[config.mk]
export PLATFORM = sky130hd
export DESIGN_NAME = pl_stage_sequencer
export DESIGN_NICKNAME = d
export VERILOG_FILES = /design/src/rtl/pl_pkg.sv /design/src/rtl/pl_id_shadow.sv /design/src/rtl/pl_stage_sequencer.sv
export SDC_FILE = /design/constraint.sdc
export NUM_CORES = 1
export LEC_CHECK = 0
export ABC_AREA = 1
export CORE_MARGIN = 8
export CORE_UTILIZATION = 53
export CTS_BUF_LIST = sky130_fd_sc_hd__clkbuf_16
export CTS_CLUSTER_SIZE = 24
export DETAILED_ROUTE_END_ITERATION = 7
export PLACE_DENSITY_LB_ADDON = 0.08
export SLEW_MARGIN = 5
export SYNTH_ARGS = -nofsm -noshare
export SYNTH_HDL_FRONTEND = slang
export SYNTH_SLANG_ARGS = --single-unit
[constraint.sdc]
create_clock -name clk_i -period 7.9 [get_ports clk_i]
set_input_delay 0.79 -clock clk_i [delete_from_list [all_inputs] [get_ports clk_i]]
set_output_delay 0.79 -clock clk_i [all_outputs]
set_load 0.005 [all_outputs]
[src/rtl/pl_pkg.sv]
// pl_pkg: shared state encoding and ID width for the layer-pipeline sequencer.
package pl_pkg;

    localparam int PL_ID_BITS = 32;

    typedef enum logic [1:0] {
        IDLE,
        ISSUE,
        SETTLE,
        WAIT
    } pl_state_t;

endpackage

[src/rtl/pl_id_shadow.sv]
// pl_id_shadow: follows each injected proof ID down the comp and sum-check
// chains, one stage per step, so the ID at the chain tail is known on completion.
module pl_id_shadow
    import pl_pkg::*;
#(
    parameter int depth = 8
) (
    input  logic                  clk_i,
    input  logic                  rst_i,
    input  logic                  shift_i,
    input  logic [PL_ID_BITS-1:0] id_i,
    output logic [PL_ID_BITS-1:0] tail_o
);

    logic [PL_ID_BITS-1:0] shadow_q [depth];

    // Every step moves each ID one stage further along the chain.
    always_ff @(posedge clk_i) begin
        if (rst_i) begin
            for (int i = 0; i < depth; i++) shadow_q[i] <= '0;
        end else if (shift_i) begin
            shadow_q[0] <= id_i;
            for (int i = 1; i < depth; i++) shadow_q[i] <= shadow_q[i-1];
        end
    end

    assign tail_o = shadow_q[depth-1];

endmodule

[src/rtl/pl_stage_sequencer.sv]
// pl_stage_sequencer: accepts proof requests, issues the global step pulse,
// injects the heads of the comp/sum-check enable chains and reports completion
// at the chain tail. A step only advances once every active stage is ready.
module pl_stage_sequencer
    import pl_pkg::*;
#(
    parameter int nlayers = 4,
    parameter int settle  = 2
) (
    input  logic                  clk_i,
    input  logic                  rst_i,
    input  logic                  req_valid_i,
    output logic                  req_ready_o,
    output logic                  en_o,
    output logic                  comp_en_head_o,
    output logic                  sumchk_en_head_o,
    output logic [PL_ID_BITS-1:0] id_c_head_o,
    output logic [PL_ID_BITS-1:0] id_p_head_o,
    input  logic [nlayers-1:0]    comp_act_i,
    input  logic [nlayers-1:0]    sumchk_act_i,
    input  logic [nlayers-1:0]    comp_rdy_i,
    input  logic [nlayers-1:0]    sumchk_rdy_i,
    input  logic [PL_ID_BITS-1:0] tail_id_c_i,
    output logic                  busy_o,
    output logic                  done_pulse_o,
    output logic [PL_ID_BITS-1:0] done_id_o
);

    // The ISSUE cycle counts as the first settle cycle, so SETTLE itself
    // covers the remaining settle-1 cycles before WAIT samples ready levels.
    localparam int CntW = (settle > 2) ? $clog2(settle - 1) : 1;
    localparam logic [CntW-1:0] SettleLast = CntW'((settle > 1) ? settle - 2 : 0);

    pl_state_t             state_q;
    logic                  reqReady_q;
    logic                  en_q;
    logic                  compEnHead_q;
    logic                  sumchkEnHead_q;
    logic [PL_ID_BITS-1:0] idCHead_q;
    logic [PL_ID_BITS-1:0] idPHead_q;
    logic [PL_ID_BITS-1:0] idCtr_q;
    logic [PL_ID_BITS-1:0] idCtr_d;
    logic [CntW-1:0]       settleCnt_q;
    logic                  donePulse_q;
    logic [PL_ID_BITS-1:0] doneId_q;

    logic                  handshake;
    logic                  anyAct;
    logic                  stepDue;
    logic                  allReady;
    logic [PL_ID_BITS-1:0] shadowIn;
    logic [PL_ID_BITS-1:0] shadowTail;

    assign handshake = req_valid_i & reqReady_q & (state_q == IDLE);
    assign anyAct    = (|comp_act_i) | (|sumchk_act_i);
    assign stepDue   = handshake | anyAct;
    assign allReady  = &((~comp_act_i | comp_rdy_i) & (~sumchk_act_i | sumchk_rdy_i));
    assign idCtr_d   = idCtr_q + 1'b1;
    assign shadowIn  = compEnHead_q ? idCHead_q : '0;

    pl_id_shadow #(
        .depth (2 * nlayers)
    ) u_shadow (
        .clk_i   (clk_i),
        .rst_i   (rst_i),
        .shift_i (en_q),
        .id_i    (shadowIn),
        .tail_o  (shadowTail)
    );

    // Sequencer FSM with registered step, head and completion outputs.
    always_ff @(posedge clk_i) begin
        if (rst_i) begin
            state_q        <= IDLE;
            reqReady_q     <= 1'b0;
            en_q           <= 1'b0;
            compEnHead_q   <= 1'b0;
            sumchkEnHead_q <= 1'b0;
            idCHead_q      <= '0;
            idPHead_q      <= '0;
            idCtr_q        <= '0;
            settleCnt_q    <= '0;
            donePulse_q    <= 1'b0;
            doneId_q       <= '0;
        end else begin
            en_q        <= 1'b0;
            donePulse_q <= 1'b0;
            case (state_q)
                IDLE: begin
                    reqReady_q <= 1'b1;
                    if (stepDue) begin
                        state_q        <= ISSUE;
                        en_q           <= 1'b1;
                        reqReady_q     <= 1'b0;
                        compEnHead_q   <= handshake;
                        sumchkEnHead_q <= comp_act_i[nlayers-1];
                        idPHead_q      <= tail_id_c_i;
                        if (handshake) begin
                            idCHead_q <= idCtr_q;
                            idCtr_q   <= idCtr_d;
                        end
                    end
                end
                ISSUE: begin
                    settleCnt_q <= '0;
                    state_q     <= (settle > 1) ? SETTLE : WAIT;
                end
                SETTLE: begin
                    if (settleCnt_q == SettleLast) begin
                        state_q <= WAIT;
                    end else begin
                        settleCnt_q <= settleCnt_q + 1'b1;
                    end
                end
                WAIT: begin
                    if (allReady) begin
                        state_q      <= IDLE;
                        reqReady_q   <= 1'b1;
                        compEnHead_q <= 1'b0;
                        donePulse_q  <= sumchk_act_i[nlayers-1];
                        if (sumchk_act_i[nlayers-1]) doneId_q <= shadowTail;
                    end
                end
                default: state_q <= IDLE;
            endcase
        end
    end

    assign req_ready_o      = reqReady_q;
    assign en_o             = en_q;
    assign comp_en_head_o   = compEnHead_q;
    assign sumchk_en_head_o = sumchkEnHead_q;
    assign id_c_head_o      = idCHead_q;
    assign id_p_head_o      = idPHead_q;
    assign busy_o           = (state_q != IDLE) | anyAct;
    assign done_pulse_o     = donePulse_q;
    assign done_id_o        = doneId_q;

endmodule

==> results of run 1 <==
==> cells in the mapped netlist (all sizes together) <==
cell type and number:
inv 315, edfxtp 256, o21a 2, a31oi 2, clkbuf 40, a21oi 87
nor2 383, o211a 1, nand2 124, o21ai 75, nor3 8, nand4 8
xor2 1, nand3b 1, and3 1, clkinv 3, dfxtp 135, ha 6
nand3 61, buf 25, or2 2, xnor2 1
==> cell type report <==
cell class / count / area [sq um]
flip-flops and latches: 391 / 10400
fillers: 2269 / 10200
multi-input cells: 763 / 3480
repair buffers: 159 / 1580
inverters: 318 / 1200
clock buffers: 41 / 1030
well taps: 384 / 480
clock inverters: 33 / 235
==> logic make-up after synthesis <==
group / after synthesis
compound gates: 167
xor+xnor: 2
fa+ha+maj: 6
buf+inv: 383
flops: 391
simple gates: 588
==> power by group through the flow <==
stage	clock network, mW	logic [mW]	registers [mW]
after floorplan	0	0.458	2.81
after global placement	0	0.741	2.75
after detailed placement	0	0.754	2.76
after CTS	1.83	0.758	2.72
after global routing	1.92	0.842	2.76
final	1.79	0.741	2.72
==> state kept, by name, indices dropped and copies added (netlist names), 2 cells and up <==
register           count
id_c_head_o           32
id_p_head_o           32
done_id_o             32
state_q                2
idCtr_q               32
u_shadow.shadow_q    256
==> path summary, 6_finish.rpt <==
| kind | from | end | slack (ns) | cells past startpoint |
|---|---|---|---|---|
| max | state_q[0]$_SDFFE_PP0P_ | req_ready_o$_SDFFE_PP0P_ | 4.79 | 9 |
| min reg2reg | id_p_head_o[2]$_SDFFE_PP0P_ | id_p_head_o[2]$_SDFFE_PP0P_ | 0.46 | 2 |
| min | id_p_head_o[2]$_SDFFE_PP0P_ | id_p_head_o[2]$_SDFFE_PP0P_ | 0.46 | 2 |
| max reg2reg | state_q[0]$_SDFFE_PP0P_ | req_ready_o$_SDFFE_PP0P_ | 4.79 | 9 |
==> per-layer routing <==
layer	up-vias	GRT usage	share of wire
met5	-	0	0
met4	0	0.0568	0.030
met3	57	0.0310	0.049
met2	152	0.257	0.50
met1	4338	0.179	0.43
li1	5086	-	-
==> worst max-delay path, stage by stage (launching register included) <==
cell and delay [ns]:
sky130_fd_sc_hd__dfxtp_1 0.36, sky130_fd_sc_hd__inv_1 0.09, sky130_fd_sc_hd__ha_1 0.20, sky130_fd_sc_hd__buf_4 0.25, sky130_fd_sc_hd__nand3_2 0.11, sky130_fd_sc_hd__buf_4 0.49, sky130_fd_sc_hd__nand2_2 0.54, sky130_fd_sc_hd__nand2_2 0.69
sky130_fd_sc_hd__o21ai_0 0.16, sky130_fd_sc_hd__nor2_1 0.13
==> through the flow <==
step | total power, mW | util | setup WS, ns
after floorplan | 3.27 | - | 0.655
after global placement | 3.49 | 0.598 | 4.42
after detailed placement | 3.52 | 0.598 | 4.44
after CTS | 5.31 | 0.642 | 4.74
after global routing | 5.52 | 0.642 | 4.43
final | 5.25 | 0.642 | 4.79
==> results by stage, run 1 <==
Power and ir drop:
- The sequential share of power is 0.518.
- The analysis attributes to net switching a power of 1.31 mW.
- The switching share of power is 0.249.
- The power per standard cell area is 285 nW/um^2.
- The clock network power share is 0.341.
- IR analysis of the VDD net gives a maximum drop of 0.150 mV.
- The leakage power is 7.40 nW.
- The proportion of power drawn by combinational gates is 0.141.
- Cell internal power was estimated by the tool at 3.94 mW.

Global route:
- Entering global routing, the biggest net connects 231 pins.
- The number of global-route vias before repair is 8985.
- The number of antenna violations at the first check in global routing is 0.
- The total routing usage reported by global routing is 0.148.
- The first global-routing pass estimated 42200 um of wire.
- After global routing the overflow that remains totals 0.

Clock network:
- The clock passes through at most 3 buffers.
- The cell chosen for the clock root is sky130_fd_sc_hd__clkbuf_16.
- The number of gates resized after cts is 0.
- The H-tree level count is 2.
- The clock buffer count from CTS is 40.
- Clock-pin slew was measured on the worst setup and hold paths at 0.06 ns.
- TritonCTS built the clock tree.
- The clock net in this run drives a total of 391 sinks.
- The later-pin clock latency in the skew report is 0.52 ns.
- Once the clock tree was built, the setup fixing pass inserted 0 buffers.
- The post-cts hold buffer count is 0.

Route:
- The count of antenna-violating nets left after detailed routing is 0.
- The total wire length after detailed routing is 25800 um.
- The number of DRC markers in iteration 0 is 624.
- The via count is 9633.
- The routed via count divided by cell count is 4.61.
- The number of detailed-routing iterations run before antenna repair is 4.
- The routed wire length per instance is 12.3 um.
- The number of DRC violations after detailed routing is 0.

Worst setup path:
- The maximum fanout encountered on the critical timing path is 69.
- The category of the most critical setup path is register to register.
- The kind of end point of the critical path is a register.
- The data required time at the worst endpoint is 8.36 ns.
- The worst setup path is launched from a register.
- STA puts the critical path data arrival time at 3.57 ns.

Synth:
- Synthesis handed over a netlist of 1537 instances.
- The total of warnings raised by yosys is 0.
- Of the total synthesized cell area, the portion taken by full adders, half adders and majority gates is 0.00490.
- Summing every instance area after synthesis gives 15300 sq um.
- By area, the combinational part of the netlist is dominated by simple AND/OR/NAND/NOR gates.
- After synthesis, the netlist uses 37 different library cells.
- Counting every net in the synthesized netlist gives 1594.
- Of the post-synthesis cell area, the dominant cell type holds 0.501.
- sky130_fd_sc_hd__edfxtp_1 takes more of the synthesized area than any other cell.
- In the post-synthesis netlist, the biggest area contributors are sky130_fd_sc_hd__edfxtp_1, sky130_fd_sc_hd__dfxtp_1, sky130_fd_sc_hd__nor2_1.
- The area share of and/or/nand/nor cells after synthesis is 0.164.
- The parity-gate share of the synthesized area counting xor and xnor cells is 0.00114.
- The multiplexer fraction of the synthesized cell area is 0.
- The compound-cell area share of the yosys netlist is 0.0558.
- The average cell area after synthesis is 9.98 sq um.
- Of the synthesized area, sequential elements account for 0.677.
- The number of flip-flops and latches in the synthesized netlist is 391.

Finish:
- After the flow finishes, the layout carries non-filler instances totaling 2089.
- The diode insertion count for antenna repair is 0.
- In the layout the commonest cells are sky130_fd_sc_hd__nor2_1, sky130_fd_sc_hd__inv_1, sky130_fd_sc_hd__edfxtp_1, sky130_fd_sc_hd__clkdlybuf4s50_1, sky130_fd_sc_hd__dfxtp_1.
- In the final layout, the share of cells above drive strength 1 is 0.0680.
- The net count of the finished layout is 1730.
- Leaving out fill and tap cells, the most frequent cell in the layout is sky130_fd_sc_hd__nor2_1.
- The area growth from synthesis to layout is 19.9%.
- The finished cells cover 18400 sq um.

Floorplanning:
- The count of boundary I/O pins is 153.
- For this configuration, the core starts out at a cell density of 0.536.
- After floorplanning, the core was divided into 62 placement rows.
- From left edge to right edge, the die measures 186 um.
- The area of the core is 28600 sq um.
- The area enclosed by the die boundary is 34600 sq um.
- The floorplan step set the die height to 186 um.

STA:
- The actual slew at the worst max-slew pin is 1.21 ns.
- The sum of negative setup slack is 0 ns.
- In this run the tightest slew margin relative to its limit is 0.190.
- The period utilization is 0.394.
- Setup violations remaining at the end of the flow were counted as 0.
- On the final layout, the worst hold slack is 0.461 ns.
- The maximum clock frequency is 0.321 GHz.
- The final number of max-transition violations came to 0.
- The number of hold-slack violations in the final timing report is 0.
- The clock period minus final worst setup slack is 3.11 ns.
- Setup repair after global routing left no endpoint under its margin.
- The setup clock skew after layout is 0.0109 ns.

Run:
- The tool flagged a number of max-cap violations equal to 0.

Min path:
- The worst hold path class is register to register.

Placement:
- The wire-length estimate of the detail-placed layout is 16100 um.
- After detailed placement, the total cell area comes to 17100 sq um.
- The placed cell count is 2015.
- The final weighted congestion in routability-driven placement is 0.845.
- Buffers placed on the I/O ports in this run total 152.

Outcome:
- The flow ran to the end, and the final reports show no timing, DRC or antenna violations.
Power figures use the tool's default switching activity.
==> run 2, diff against run 1 <==
--- a/config.mk
+++ b/config.mk
@@ -7,7 +7,7 @@
 export LEC_CHECK = 0
 export ABC_AREA = 1
 export CORE_MARGIN = 8
-export CORE_UTILIZATION = 53
+export CORE_UTILIZATION = 51
 export CTS_BUF_LIST = sky130_fd_sc_hd__clkbuf_16
 export CTS_CLUSTER_SIZE = 24
 export DETAILED_ROUTE_END_ITERATION = 7
==> constraint.sdc (replaced) <==
create_clock -name clk_i -period 2.85 [get_ports clk_i]
set_input_delay 0.285 -clock clk_i [delete_from_list [all_inputs] [get_ports clk_i]]
set_output_delay 0.285 -clock clk_i [all_outputs]
set_load 0.005 [all_outputs]
==> results by stage, run 2 (synthesis gave the netlist of run 1 again) <==
Finish:
- Once layout is done, the placed cells without fillers occupy 18700 sq um.
- The number of inserted filler cells in the final layout is 2437.
- From synthesis to final layout, the design area changed by 21.8%.
- The register with the most flip-flops in the layout has 256 of them.
- 0 antenna diodes ended up in the layout.
- The total area of multi-input combinational cells is 3480 sq um.
- u_shadow.shadow_q holds more flip-flops than any other register.
- Summing all flip-flop and latch instances after layout gives 10400 sq um.
- The final layout net count is 1742.
- In the layout the commonest cells are sky130_fd_sc_hd__nor2_1, sky130_fd_sc_hd__inv_1, sky130_fd_sc_hd__edfxtp_1, sky130_fd_sc_hd__clkdlybuf4s50_1, sky130_fd_sc_hd__dfxtp_1.
- In the final layout, the share of cells above drive strength 1 is 0.0698.
- Leaving out fill and tap cells, the most frequent cell in the layout is sky130_fd_sc_hd__nor2_1.

Clock network:
- The clock sink count is 391.
- Counting along the longest clock path gives a buffer depth of 3.
- After clock tree synthesis, the clock-pin slew on the worst setup and hold paths is 0.06 ns.
- The H-tree was split into 2 levels.
- The TritonCTS clock tree is yes.
- In this run the clock root is driven by a sky130_fd_sc_hd__clkbuf_16.
- The number of gates resized after cts is 0.
- The clock buffer count from CTS is 42.
- The later-pin clock latency in the skew report is 0.52 ns.

Placement:
- Routability-driven placement finished with a final weighted congestion of 0.843.
- In this run the tool buffered the top-level ports with 152 buffer cells.
- Before CTS, the worst setup slack after placement is 0.641 ns.
- The cell area after placement is 17300 sq um.
- After legalization and detailed placement, the total HPWL measured 17000 um.

Floorplanning:
- The die extent in x is 189 um.
- The area of the core is 29600 sq um.
- The count of boundary I/O pins is 153.
- The die span in y is 189 um.
- The total number of placement rows is 63.
- The die covers 35900 sq um.
- The initial standard-cell utilization of the core is 0.517.

Route:
- Summed over all layers, the routed wires come to 27000 um.
- The routed via count divided by cell count is 4.58.
- The routed wire length per instance is 12.8 um.
- Summing over every cut layer, the via total after detailed routing is 9662.
- In the routed design, unresolved DRC markers number 0.
- In this run, the number of DRC markers left after iteration 0 of detailed routing was 469.
- The number of detailed-routing iterations run before antenna repair is 5.
- The count of antenna-violating nets left after detailed routing is 0.

Worst setup path:
- The slowest cell on the critical path is sky130_fd_sc_hd__clkdlybuf4s50_1.
- The critical path's largest stage delay is 0.47 ns.
- The critical path in this run is classified as register to primary output.
- Traced cell by cell, the critical path runs through inv_1 > ha_1 > buf_4 > nand2_1 > clkdlybuf4s50_1.
- The slack of the worst reg-to-reg path is 0.77 ns.
- The number of cell instances on the worst register-to-register path is 8.
- Along the worst path, the maximum fanout reaches 37.
- The start of the worst register-to-register path is state_q[0]$_SDFFE_PP0P_.
- For the worst setup path, the data arrival time is 2.08 ns.
- STA puts the critical path data required time at 2.57 ns.
- STA classifies the critical path startpoint as a register.
- The count of buffer and inverter cells on the critical path is 3.
- In this run the critical register-to-register path is captured at req_ready_o$_SDFFE_PP0P_.
- The worst setup path is captured at a primary output.
- Broken down by cell family, the worst path's largest delay share belongs to buffers and inverters.

STA:
- Hold is met by 0.354 ns.
- The number of hold-slack violations in the final timing report is 0.
- The final-report setup violation count is 0.
- For the final database, setup skew stands at 0.0220 ns.
- Setup repair after global routing left no endpoint under its margin.
- The final number of max-transition violations is 0.
- The clock period minus final worst setup slack is 2.36 ns.
- Across all setup checks in the final design, the least slack found is 0.489 ns.
- The period utilization is 0.828.
- The maximum clock frequency is 0.424 GHz.
- The headroom to the max-slew limit is 0.454.
- For the pin with the worst max-slew slack, the measured transition is 0.819 ns.
- The sum of negative setup slack is 0 ns.

Min path:
- The cell depth of the worst min-delay path is 3.
- The launch instance of the worst min-delay path is tail_id_c_i[19].
- The tightest min-delay check is of the input port to register type.
- The path with the worst hold slack has its endpoint at id_p_head_o[19]$_SDFFE_PP0P_.

Global route:
- The number of antenna violations at the first check in global routing is 0.
- Across every metal layer, demand over resource in global routing totals 0.150.
- The maximum number of pins on one net before global-route repair is 110.
- The number of global-route vias before repair was 9453.
- The remaining global-route overflow is 0.
- The global-route wire length before repair is 45300 um.

Power and ir drop:
- For this design the ratio of total power to cell area is 803 nW/um^2.
- The analysis attributes to cell leakage a power of 7.53 nW.
- The worst-case IR drop observed on VDD is 0.488 mV.

Outcome:
- The run finished with clean final reports.

Run:
- The total of max-cap violations is 0.
run 2: cell count changes in the layout (fill, tap and decap cells not counted), sizes merged:
cell,before,now
inv,331,328
dlygate4sd3,0,1
clkinvlp,3,1
buf,8,17
clkinv,14,17
bufinv,3,6
clkbuf,41,43
run 2: area by class of cell:
class | count | area share
timing repair buffer | 169 | 0.0936
tap | 390 | 0.0261
sequential | 391 | 0.556
clock buffer | 43 | 0.0576
clock inverter | 34 | 0.0160
multi-input combinational | 763 | 0.186
inverter | 318 | 0.0641
run 2: through the flow:
stage,instances,util,total power [mW]
3_5_place_dp,2030,0.584,9.83
6_report,2108,0.630,15.0
2_1_floorplan,1537,-,8.92
4_1_cts,2108,0.630,15.2
3_3_place_gp,2030,0.584,9.78
5_1_grt,2108,0.630,15.8
run 2: repair_timing:
action,4_1_cts,5_1_grt
hold buffers,1,0
endpoints found under the hold margin,1,0
buffers inserted,0,0
run 2: worst max-delay path by stage:
stage                            startpoint  slack (ns)                               endpoint  depth (start not counted)
finish              state_q[0]$_SDFFE_PP0P_        0.49                                 busy_o                          5
global route        state_q[0]$_SDFFE_PP0P_        0.37                                 busy_o                          5
CTS                 state_q[0]$_SDFFE_PP0P_        0.46                                 busy_o                          5
detailed placement              req_valid_i        0.64               req_ready_o$_SDFFE_PP0P_                          7
global placement                req_valid_i        0.67               req_ready_o$_SDFFE_PP0P_                          7
floorplan                             rst_i        0.05  u_shadow.shadow_q[0][0]$_SDFFCE_PN0P_                          3
run 2: report_power, final:
group | switching [mW] | leakage, nW | total (mW) | internal [mW]
Clock | 2.06 | 0.711 | 5.33 | 3.27
Sequential | 0.308 | 3.84 | 7.52 | 7.21
Combinational | 1.28 | 2.98 | 2.16 | 0.876
Total | 3.65 | 7.53 | 15.0 | 11.4
run 2: per-layer routing:
metal,GRT usage,routed length (um),up-vias
met3,0.0329,1190,40
met1,0.182,11700,4363
li1,-,-,5123
met5,0,0,-
met2,0.265,13600,136
met4,0.0445,532,0
run 2: worst reg2reg max path, cell delays in order (launching register included):
cell and delay [ns]:
sky130_fd_sc_hd__dfxtp_1 0.36, sky130_fd_sc_hd__inv_1 0.09, sky130_fd_sc_hd__ha_1 0.23, sky130_fd_sc_hd__nand3_2 0.16
sky130_fd_sc_hd__buf_12 0.28, sky130_fd_sc_hd__nand2_2 0.11, sky130_fd_sc_hd__nand2_2 0.49, sky130_fd_sc_hd__o21ai_0 0.17
sky130_fd_sc_hd__nor2_1 0.13
==> run 3, diff against run 2 <==
==> constraint.sdc (replaced) <==
create_clock -name clk_i -period 2.01 [get_ports clk_i]
set_input_delay 0.201 -clock clk_i [delete_from_list [all_inputs] [get_ports clk_i]]
set_output_delay 0.201 -clock clk_i [all_outputs]
set_load 0.005 [all_outputs]
==> results by stage, run 3 (synthesis gave the netlist of run 1 again) <==
Outcome:
- The flow ran to the end, and the final reports show no timing, DRC or antenna violations.

Min path:
- Counting instances, the worst hold path has a depth of 3.
- The worst hold path class is input port to register.
- The launch instance of the worst min-delay path is rst_i.
- The hold path endpoint is idCtr_q[7]$_SDFFE_PP0P_.

Finish:
- In the final design database the tool counted 1750 nets.
- The repair_antennas step left the layout with diodes totalling 0.
- The flip-flop count of the largest register after layout is 256.
- Ranked by flip-flop count, first place goes to u_shadow.shadow_q.
- In the layout the commonest cells are sky130_fd_sc_hd__nor2_1, sky130_fd_sc_hd__inv_1, sky130_fd_sc_hd__edfxtp_1, sky130_fd_sc_hd__clkdlybuf4s50_1, sky130_fd_sc_hd__dfxtp_1.
- The most common library cell in the layout ignoring fill and taps is sky130_fd_sc_hd__nor2_1.
- The area growth from synthesis to layout is 22.1%.
- In the final layout, the share of cells above drive strength 1 is 0.0759.

Clock network:
- The H-tree was split into 2 levels.
- Counting along the longest clock path gives a buffer depth of 3.
- After clock tree synthesis, the clock-pin slew on the worst setup and hold paths is 0.06 ns.
- Buffers inserted during clock tree synthesis total 41.
- The cell chosen for the clock root is sky130_fd_sc_hd__clkbuf_16.
- The clock drives 391 sinks.
- Clock latency on the worst-skew pair, taken at its later pin, is 0.52 ns.
- After clock tree synthesis, the flow added hold-fix buffers numbering 0.
- TritonCTS built the clock tree.

Floorplanning:
- 153 I/O pins were placed.
- The die span in y is 189 um.
- The total number of placement rows is 63.
- The die extent in x is 189 um.
- The area enclosed by the die boundary is 35900 sq um.
- The core region is 29600 sq um.
- The initial utilization of the core area, before any placement, comes to 0.517.

STA:
- Setup violations remaining at the end of the flow were counted as 0.
- The period utilization is 0.922.
- The routed design could run at a clock period as short as 1.85 ns.
- The final number of max-transition violations is 0.
- The maximum clock frequency is 0.539 GHz.
- For the final database, setup skew stands at 0.00918 ns.
- Headroom to the max-slew limit came out at 0.640.
- The actual slew at the worst max-slew pin is 0.540 ns.
- The number of hold-slack violations in the final timing report is 0.
- The least setup slack across all paths after layout is 0.156 ns.
- Setup repair after global routing left no endpoint under its margin.
- For the final routed database, the setup TNS stands at 0 ns.

Route:
- The number of DRC markers in iteration 0 is 523.
- The pre-antenna-repair detailed-routing pass consisted of 5 iterations.
- The routed wire length per instance is 12.8 um.
- The routed layout has 9668 vias.
- After detailed routing, the total wire length is 27100 um.
- The routed via count divided by cell count is 4.57.
- The number of DRC violations after detailed routing is 0.
- Once detail routing completed, the nets flagged for antenna violations numbered 0.

Global route:
- Summed over all layers, the global routing overflow is 0.
- The first global-routing pass estimated 45600 um of wire.
- The total routing usage reported by global routing is 0.151.
- The number of antenna violations at the first check in global routing is 0.
- The number of global-route vias before repair is 9528.
- The maximum number of pins on one net before global-route repair is 111.

Placement:
- The HPWL after detailed placement is 17300 um.
- During placement, the flow inserted port buffers numbering 152.
- OpenSTA, run right after detailed placement, puts the worst setup slack at 0.121 ns.
- The final weighted congestion in routability-driven placement is 0.848.

Run:
- The total of max-cap violations is 0.

Worst setup path:
- In this run the worst path has a maximum fanout of 19.
- The critical path launch point type is a register.
- The data required time at the worst endpoint is 1.81 ns.
- The slack of the worst reg-to-reg path is 0.19 ns.
- The category of the most critical setup path is register to primary output.
- The kind of end point of the critical path is a primary output.
- Counting cells, the worst reg-to-reg path comes to 10.
- The worst register-to-register path ends at idCtr_q[17]$_SDFFE_PP0P_.
- The endpoint arrival time on the critical path is 1.65 ns.
- In this run the critical register-to-register path is launched from state_q[1]$_SDFFE_PP0P_.

Power and ir drop:
- Summed over all cells, the static leakage comes to 7.55 nW.
- The power per standard cell area is 1120 nW/um^2.
- Across the VDD grid, the largest voltage drop is 0.800 mV.
[run 3: changes by cell type in the layout (fill, tap and decap cells not counted), moves of 2 or more]
| cell | delta |
|---|---|
| sky130_fd_sc_hd__bufinv_16 | -4 |
| sky130_fd_sc_hd__inv_1 | -5 |
| sky130_fd_sc_hd__buf_12 | +4 |
| sky130_fd_sc_hd__clkinv_1 | +5 |
| sky130_fd_sc_hd__buf_4 | +5 |
| sky130_fd_sc_hd__clkinv_2 | +2 |
[run 3: timing repair]
item                       in CTS  in global routing
setup buffers                   0                  0
setup endpoints to repair       1                  0
resized for setup               8                  0
[run 3: how the worst max path moves through the flow]
stage / start / endpoint / slack, ns / cells after the start
finish: state_q[1]$_SDFFE_PP0P_ / busy_o / 0.16 / 5
global route: state_q[1]$_SDFFE_PP0P_ / idCtr_q[17]$_SDFFE_PP0P_ / 0.06 / 10
CTS: state_q[1]$_SDFFE_PP0P_ / busy_o / 0.14 / 5
detailed placement: req_valid_i / idCtr_q[21]$_SDFFE_PP0P_ / 0.12 / 9
global placement: req_valid_i / idCtr_q[25]$_SDFFE_PP0P_ / 0.14 / 9
floorplan: rst_i / u_shadow.shadow_q[0][0]$_SDFFCE_PN0P_ / 0.05 / 3
[run 3: power breakdown]
part | switching [mW] | internal (mW)
clock | 2.94 | 4.11
sequential | 0.439 | 10.2
combinational | 1.89 | 1.46
total | 5.27 | 15.8
[run 3: layout make-up]
type | instances | area, sq um
tap | 390 | 488
clock inverter | 33 | 193
inverter | 318 | 1200
multi-input combinational | 763 | 3500
clock buffer | 43 | 1080
sequential | 391 | 10400
fill | 2399 | 10900
timing repair buffer | 178 | 1890
[run 3: through the flow]
| step | area, sq um | total power [mW] | util | std cells | hold slack [ns] |
|---|---|---|---|---|---|
| after global placement | 17400 | 13.9 | 0.587 | 2039 | 0.447 |
| final | 18700 | 21.1 | 0.632 | 2116 | 0.218 |
| after floorplan | 15400 | 12.6 | - | 1537 | 0.366 |
| after detailed placement | 17400 | 14.0 | 0.587 | 2039 | 0.451 |
| after global routing | 18700 | 22.1 | 0.632 | 2116 | 0.245 |
| after CTS | 18700 | 21.3 | 0.632 | 2116 | 0.218 |
[run 3: metal layers]
metal,share of wire,track usage,vias up
li1,-,-,5126
met1,0.44,0.185,4358
met2,0.50,0.263,141
met3,0.047,0.0355,43
met4,0.021,0.0448,0
met5,0,0,-
[run 3: worst max-delay path, cell delays in order (launching register included)]
cell and delay, ns:
sky130_fd_sc_hd__dfxtp_2 0.34, sky130_fd_sc_hd__inv_1 0.11, sky130_fd_sc_hd__ha_4 0.19, sky130_fd_sc_hd__buf_12 0.17
sky130_fd_sc_hd__nand2_1 0.06, sky130_fd_sc_hd__dlygate4sd2_1 0.27
